`src/rtl/i2d_core_defines.sv`:
```
// Shared i2d core types: data word, ALU flags, register address and WB FSM states.
package i2d_core_defines;

    localparam int I2D_REG_AW = 5;
    localparam int I2D_DATA_W = 32;

    typedef logic [I2D_DATA_W-1:0] data_t;
    typedef logic [I2D_REG_AW-1:0] reg_addr_t;

    typedef struct packed {
        logic cf;
        logic of;
        logic zf;
    } flag_t;

    localparam reg_addr_t REG_ZERO = '0;

    typedef enum logic {
        WB_IDLE,
        WB_WAIT_LOAD
    } wb_state_t;

endpackage

```
`src/rtl/core_wb_flagreg.sv`:
```
// Architectural flag register; its output feeds back to the ALU flag input.
module core_wb_flagreg
    import i2d_core_defines::*;
(
    input  logic  clk,
    input  logic  rst,
    input  logic  we,
    input  flag_t d,
    output flag_t q
);

    always_ff @(posedge clk) begin
        if (rst) begin
            q <= '0;
        end else if (we) begin
            q <= d;
        end
    end

endmodule

```
`src/rtl/core_wb.sv`:
```
// i2d writeback stage: commits ALU/load results, owns flags, tracks one outstanding load.
// Optional early forwarding port enabled by defining CORE_WB_FWD_EN.
module core_wb
    import i2d_core_defines::*;
#(
    parameter int REG_AW = 5,
    parameter int DATA_W = 32
) (
    input  logic              clk,
    input  logic              rst,
    input  logic              ex_valid,
    output logic              ex_ready,
    input  logic              ex_halt,
    input  logic [REG_AW-1:0] ex_rd,
    input  logic              ex_wen,
    input  logic              ex_flag_wen,
    input  logic              ex_is_load,
    input  logic [DATA_W-1:0] alu_result,
    input  flag_t             alu_flag,
    input  logic              ld_valid,
    input  logic [DATA_W-1:0] ld_data,
    output logic              rf_we,
    output logic [REG_AW-1:0] rf_waddr,
    output logic [DATA_W-1:0] rf_wdata,
    output flag_t             flag_out,
    output logic              fwd_valid,
    output logic [REG_AW-1:0] fwd_rd,
    output logic [DATA_W-1:0] fwd_data,
    output logic              wb_busy,
    output logic              wb_err
);

    wb_state_t         state;
    wb_state_t         state_nxt;
    logic              accept;
    logic              alu_commit;
    logic              ld_commit;
    logic              flag_we;
    logic [REG_AW-1:0] ld_rd_p0;
    logic              ld_wen_p0;

    assign ex_ready   = (state == WB_IDLE) & ~ex_halt & ~rst;
    assign accept     = ex_valid & ex_ready;
    assign alu_commit = accept & ~ex_is_load & ex_wen & (ex_rd != REG_AW'(REG_ZERO));
    assign ld_commit  = (state == WB_WAIT_LOAD) & ld_valid & ld_wen_p0
                        & (ld_rd_p0 != REG_AW'(REG_ZERO));
    assign flag_we    = accept & ~ex_is_load & ex_flag_wen;
    assign wb_busy    = (state == WB_WAIT_LOAD);

    always_ff @(posedge clk) begin
        if (rst) begin
            state <= WB_IDLE;
        end else begin
            state <= state_nxt;
        end
    end

    always_comb begin
        state_nxt = state;
        case (state)
            WB_IDLE: begin
                if (accept && ex_is_load) begin
                    state_nxt = WB_WAIT_LOAD;
                end
            end
            WB_WAIT_LOAD: begin
                if (ld_valid) begin
                    state_nxt = WB_IDLE;
                end
            end
            default: state_nxt = WB_IDLE;
        endcase
    end

    // Stage p0: destination of the outstanding load, held until its data returns
    always_ff @(posedge clk) begin
        if (accept && ex_is_load) begin
            ld_rd_p0  <= ex_rd;
            ld_wen_p0 <= ex_wen;
        end
    end

    // Stage p1: register-file write port; address/data only move on a real commit
    always_ff @(posedge clk) begin
        if (rst) begin
            rf_we    <= 1'b0;
            rf_waddr <= '0;
            rf_wdata <= '0;
            wb_err   <= 1'b0;
        end else begin
            rf_we  <= alu_commit | ld_commit;
            wb_err <= (state == WB_IDLE) & ld_valid;
            if (alu_commit) begin
                rf_waddr <= ex_rd;
                rf_wdata <= alu_result;
            end else if (ld_commit) begin
                rf_waddr <= ld_rd_p0;
                rf_wdata <= ld_data;
            end
        end
    end

    core_wb_flagreg u_flagreg (
        .clk (clk),
        .rst (rst),
        .we  (flag_we),
        .d   (alu_flag),
        .q   (flag_out)
    );

`ifdef CORE_WB_FWD_EN
    // Returning load data is bypassed a cycle early, ahead of its own rf commit
    always_comb begin
        fwd_valid = rf_we;
        fwd_rd    = rf_waddr;
        fwd_data  = rf_wdata;
        if (ld_commit && !rst) begin
            fwd_valid = 1'b1;
            fwd_rd    = ld_rd_p0;
            fwd_data  = ld_data;
        end
    end
`else
    assign fwd_valid = 1'b0;
    assign fwd_rd    = '0;
    assign fwd_data  = '0;
`endif

endmodule

```
`config.mk`:
```
export PLATFORM = sky130hd
export DESIGN_NAME = core_wb
export DESIGN_NICKNAME = d
export VERILOG_FILES = /design/src/rtl/i2d_core_defines.sv /design/src/rtl/core_wb_flagreg.sv /design/src/rtl/core_wb.sv
export SDC_FILE = /design/constraint.sdc
export NUM_CORES = 1
export LEC_CHECK = 0
export CORE_ASPECT_RATIO = 1.75
export CORE_MARGIN = 2
export CORE_UTILIZATION = 32
export DETAILED_ROUTE_END_ITERATION = 8
export GPL_ROUTABILITY_DRIVEN = 0
export GPL_TIMING_DRIVEN = 0
export PLACE_DENSITY_LB_ADDON = 0.25
export SYNTH_ARGS = -nofsm -noshare
export SYNTH_HDL_FRONTEND = slang
export SYNTH_HIERARCHICAL = 1
export SYNTH_SLANG_ARGS = --single-unit
```
`constraint.sdc`:
```
create_clock -name clk -period 1.8 [get_ports clk]
set_clock_uncertainty 0.15 [all_clocks]
set_input_delay 0.36 -clock clk [delete_from_list [all_inputs] [get_ports clk]]
set_output_delay 0.36 -clock clk [all_outputs]
set_load 0.01 [all_outputs]
```
Word-level counts from Yosys, hierarchy flattened. Index checks and enable logic that the tools add are counted.

Multipliers: 0. Equality and inequality tests: 0. Reductions and logical operators: 4. Multiplexer cells: 7. Divide/modulo/power cells: 0. Add/sub/neg operators: 0. Order comparisons: 0. Shifts and indexed selects: 0. Bitwise logic cells: 16.

Operator list (count): 2-to-1 mux 32 bit (2); bitwise AND 1 bit (11); 2-to-1 mux 5 bit (2); nonzero test 5 bit (2); NOT 1 bit (4); 2-to-1 mux 1 bit (2); case mux 1 bit (2 select lines) (1); nonzero test 2 bit (1); logical AND 1 bit (1); OR 1 bit (1).

Memory bits (writable): 0. ROM bits: 0. Register bits after elaboration: 49. Memories kept: 0. Word-level logic and storage cells: 37. Output and inout bits: 82. Input bits: 80. Latch bits: 0.

Logic depth before layout (Yosys ltp). Gate-level depths: netlist (run 1).

Word-level depth: 8. Gate-level depth with buffers: 7. Mapped depth without buffers: 4.

Hierarchy. Netlist (run 1), hierarchy kept.

Modules (own cells, without submodules): core_wb (sequential area each 980.9 um^2, area each 2289.7 um^2, instances 1, cells an instance 267); core_wb_flagreg (sequential area each 60.1 um^2, area each 101.3 um^2, instances 1, cells an instance 9).

Worst setup path after synthesis (run 1). No wires, ideal clock.

Path kind: input port to flip-flop. Start: input ex_rd[1]. End: register rf_wdata[10]. Slack: -0.044 ns. Buffers on the path: 2. Stages: 5. Required time: 1.509 ns. Arrival: 1.553 ns. Setup time: 0.141 ns. Path through: or4_1 > o211ai_2 > buf_4 > buf_2 > a311oi_2.

Longest elaborated chain between the ends: 3. Elaborated cells on any way between the ends: 4. Classes of those cells: mux (1); bitwise (1); reduce/logical (2).

Ends and longest elaborated chain: start, declared (line core_wb.sv:14) `input logic [REG_AW-1:0] ex_rd,`; nonzero test 5 bit (*) (line core_wb.sv:44) `assign alu_commit = accept & ~ex_is_load & ex_wen & (ex_rd != REG_AW'(REG_ZERO));`; bitwise AND 1 bit (*) (line core_wb.sv:44); 2-to-1 mux 32 bit / nonzero test 2 bit (equally long branches); end signal, assigned (line core_wb.sv:95) `rf_wdata <= alu_result;`; end signal, assigned (line core_wb.sv:98) `rf_wdata <= ld_data;`; end, declared (line core_wb.sv:24) `output logic [DATA_W-1:0] rf_wdata,`.

Every way passes the cells marked *; elsewhere a longest branch is shown, timed or not. A chain may end at the register's enable or synchronous reset.

Worst setup path in the final report (run 1).
Start: input ex_rd[1]. End: register rf_wdata[4].

Same word-level chain as after synthesis.

==> flow_metrics.py, run 1 <==
metrics = {
    "outcome": {
        "outcome": "finished with violations",
        "violations": "setup timing",
    },
    "worst_setup_path": {
        "slowest_delay_ns": 0.55,
        "critPathCapture": "rf_wdata[4]$_SDFFE_PP0P_",
        "required_ns": 1.79,
        "cp-start-kind": "primary input",
        "rr_startpoint": "wb_busy$_SDFF_PP0_",
        "path_max_fanout": 6,
        "path_cells": "buf_6 -> or4_4 -> o211ai_4 -> buf_6 -> buf_8 -> buf_12 -> buf_8 -> a311oi_2",
        "cp.arrival_ns": 1.80,
        "path_class": "primary input to flop",
        "slowest_stage": "or4_4",
        "endpoint_kind": "flop",
        "r2r-end": "rf_wdata[4]$_SDFFE_PP0P_",
        "r2r_slack_ns": 0,
        "r2r.worst_path.cells": 7,
        "cp-startpoint": "ex_rd[1]",
    },
    "yosys": {
        "synth-seq-area-share_pct": 43.5,
        "yosys.area_share.xor_xnor_pct": 0,
        "synth_ff_type": "dfxtp_1",
        "ys_ff_latch": 49,
        "synth_top_area_share_pct": 36.0,
        "yosys.cell_count.top_type": "nand2_1",
        "synth_edf_count": 6,
        "synthAdderAreaFrac_pct": 0,
        "synthArstFlopShare_pct": 0,
        "synth_area_leader_cell": "dfxtp_1",
        "ys_types": 30,
        "synth_top_family_by_area": "simple AND/OR/NAND/NOR gates",
        "synth.area.top_cells": "dfxtp_1, buf_4, nand2_1",
        "syn_inst": 276,
        "synth_mux_area_share_pct": 1.26,
        "syn-mean-instance-area_um2": 8.66,
        "synth_compound_area_share_pct": 18.7,
        "synth_commonest_cells": "nand2_1, dfxtp_1, nor2_1",
        "syn_area_um2": 2390,
        "yosys_warnings": 6,
        "synth_simple_gate_area_share_pct": 19.7,
    },
    "pwr": {
        "p_sw_uw": 598,
        "total_power_uw": 2700,
        "pwr-share-clk_pct": 39.2,
        "power_density_nw_per_um2": 592,
        "share_comb_of_total_power_pct": 18.2,
        "internal_power_uw": 2100,
        "leakage_uw": 0.00183,
        "switching_share_pct": 22.2,
        "ir_worst_vdd_v": 0.000518,
        "seq_power_share_pct": 42.6,
    },
    "timing": {
        "slew_viol_final": 0,
        "tns_ns": -0.0209,
        "rsz0062_at_grt": "yes",
        "clock.fmax_mhz": 552,
        "period_share_pct": 101,
        "finalHoldViolCount": 0,
        "setup_violations": 4,
        "min_period_ns": 1.81,
        "finalWorstSetupSlack_ns": -0.0129,
        "max_slew_margin_pct": 53.2,
        "worst_pin_slew_ns": 0.702,
    },
    "cts": {
        "numCtsBuffers": 5,
        "ctsHtreeMaxLevel": 2,
        "clk_latency_ns": 0.29,
        "tritoncts": "yes",
        "cts-root-buf": "clkbuf_16",
        "cts.path.max_buffers": 2,
        "cts_num_sinks": 49,
        "clk_pin_slew_ns": 0.06,
    },
    "cells_and_area": {
        "nFillCells": 637,
        "fin_nets": 543,
        "n_antenna_cell": 0,
        "multi_input_area_um2": 1240,
        "regArea_um2": 1040,
        "utilization_pct": 63.1,
        "drive_above_1_share_pct": 26.7,
        "area_growth_pct": 90.7,
    },
    "run": {
        "maxCapViolCount": 0,
    },
    "placement": {
        "dp_hpwl_mm": 5.76,
        "place_ws_ns": -1.03,
        "io_buffers": 123,
    },
    "detailed_routing": {
        "routed-via-count": 2545,
        "drt_pass1_iterations": 4,
        "dr.first_iter.drc_count": 118,
        "drc_errors": 0,
        "drt_wl_total_mm": 8.02,
        "wire_per_inst_um": 14.6,
        "ant_nets": 0,
        "viasPerCell": 4.63,
    },
    "grt": {
        "grt_use_total_pct": 18.5,
        "grt_max_degree": 15,
        "grt_overflow": 0,
        "antenna_found_initial": 0,
        "grt_pass1_vias": 2526,
        "grt_first_pass_wirelength_mm": 12.1,
    },
    "floorplanning": {
        "pin_count": 162,
        "core_area_um2": 7230,
        "dieArea_um2": 8210,
        "fp.dieH_um": 118,
        "start_util_pct": 33.1,
        "rows": 41,
        "die_x_um": 69.3,
    },
    "min_path": {
        "hold_path.class": "primary input to flop",
    },
}
logic make-up (layout without fill, tap and decap cells):
logic type             Yosys count  in the layout
buffers and inverters           60            211
muxes                            3              3
other                            1             38
DFF                             49             49
AOI/OAI and AO/OA               47             47
and+or+nand+nor                116            116
cell usage in the layout, fill, tap and decap left out, types with 2 or more instances in the layout:
master	n
mux2i_1	3
clkbuf_8	2
dlymetal6s2s_1	3
dlygate4sd2_1	2
buf_2	5
clkdlybuf4s50_1	112
a22oi_2	2
a311oi_2	18
buf_12	4
conb_1	38
clkbuf_1	4
dfxtp_1	42
buf_4	47
edfxtp_1	6
nor2_1	41
clkbuf_16	7
nand2_1	63
a22oi_1	3
buf_8	9
a311oi_1	14
a211oi_1	2
a211oi_2	3
buf_6	13
metal layers:
layer | up-vias | part of all wire (%) | track usage [%]
li1 | 1251 | - | -
met1 | 1152 | 35 | 17.9
met2 | 117 | 54 | 34.1
met3 | 25 | 6.9 | 5.29
met4 | 0 | 3.7 | 10.4
met5 | - | 0 | 0
cell type report:
class,instances,share of cell area (%)
Clock buffer,6,2.83
Timing Repair Buffer,144,32.7
Clock inverter,2,0.741
Tap cell,86,2.36
Buffer,58,11.2
Multi-Input combinational cell,204,27.1
Sequential cell,49,22.9
Inverter,1,0.0823
critical path, delay by kind of cell:
kind / cells / cell delay (ns)
buf+inv: 5 / 0.61
simple gates: 1 / 0.55
compound gates: 2 / 0.28
through the flow:
step,hold WS (ns),cell area [um2],instances
after floorplan,0.282,2540,313
after global placement,0.313,3880,522
after detailed placement,0.320,3880,522
after CTS,0.119,4390,546
after global routing,0.0883,4560,550
final,0.0990,4560,550
state kept, by name (all words and copies together) (netlist names):
name,flops
wb_busy,1
wb_err,1
ld_rd_p0,5
rf_wdata,32
ld_wen_p0,1
u_flagreg/q,3
rf_we,1
rf_waddr,5
worst min-delay path by stage:
stage	from	to	slack, ns	depth (start not counted)
2_1_floorplan	rst	u_flagreg/q[0]$_SDFFE_PP0P_	0.28	1
3_3_place_gp	rf_wdata[19]$_SDFFE_PP0P_	rf_wdata[19]$_SDFFE_PP0P_	0.31	2
3_5_place_dp	rf_wdata[3]$_SDFFE_PP0P_	rf_wdata[3]$_SDFFE_PP0P_	0.32	2
4_1_cts	rst	u_flagreg/q[0]$_SDFFE_PP0P_	0.12	2
5_1_grt	ex_rd[1]	ld_rd_p0[1]$_DFFE_PP_	0.09	1
6_report	ex_rd[1]	ld_rd_p0[1]$_DFFE_PP_	0.1	1
power by group through the flow:
stage / logic (uW) / clock network (uW) / registers [uW]
2_1_floorplan: 171 / 0 / 1190
3_3_place_gp: 437 / 0 / 1170
3_5_place_dp: 439 / 0 / 1170
4_1_cts: 475 / 1080 / 1150
5_1_grt: 525 / 1110 / 1150
6_report: 492 / 1060 / 1150
timing repair:
action	CTS	global route
endpoints found under the setup margin	49	38
pin swaps	13	19
setup buffers	15	4
gates resized for setup	74	37
cloned	2	2
hold buffers	0	0
Power figures use the tool's default switching activity.
==> run 2: changes to the inputs <==
--- a/config.mk
+++ b/config.mk
@@ -8,6 +8,7 @@
 export CORE_ASPECT_RATIO = 1.75
 export CORE_MARGIN = 2
 export CORE_UTILIZATION = 32
+export CTS_CLUSTER_SIZE = 30
 export DETAILED_ROUTE_END_ITERATION = 8
 export GPL_ROUTABILITY_DRIVEN = 0
 export GPL_TIMING_DRIVEN = 0
==> results of run 2 <==
Final layout, timing and power as in run 1 (identical DEF).
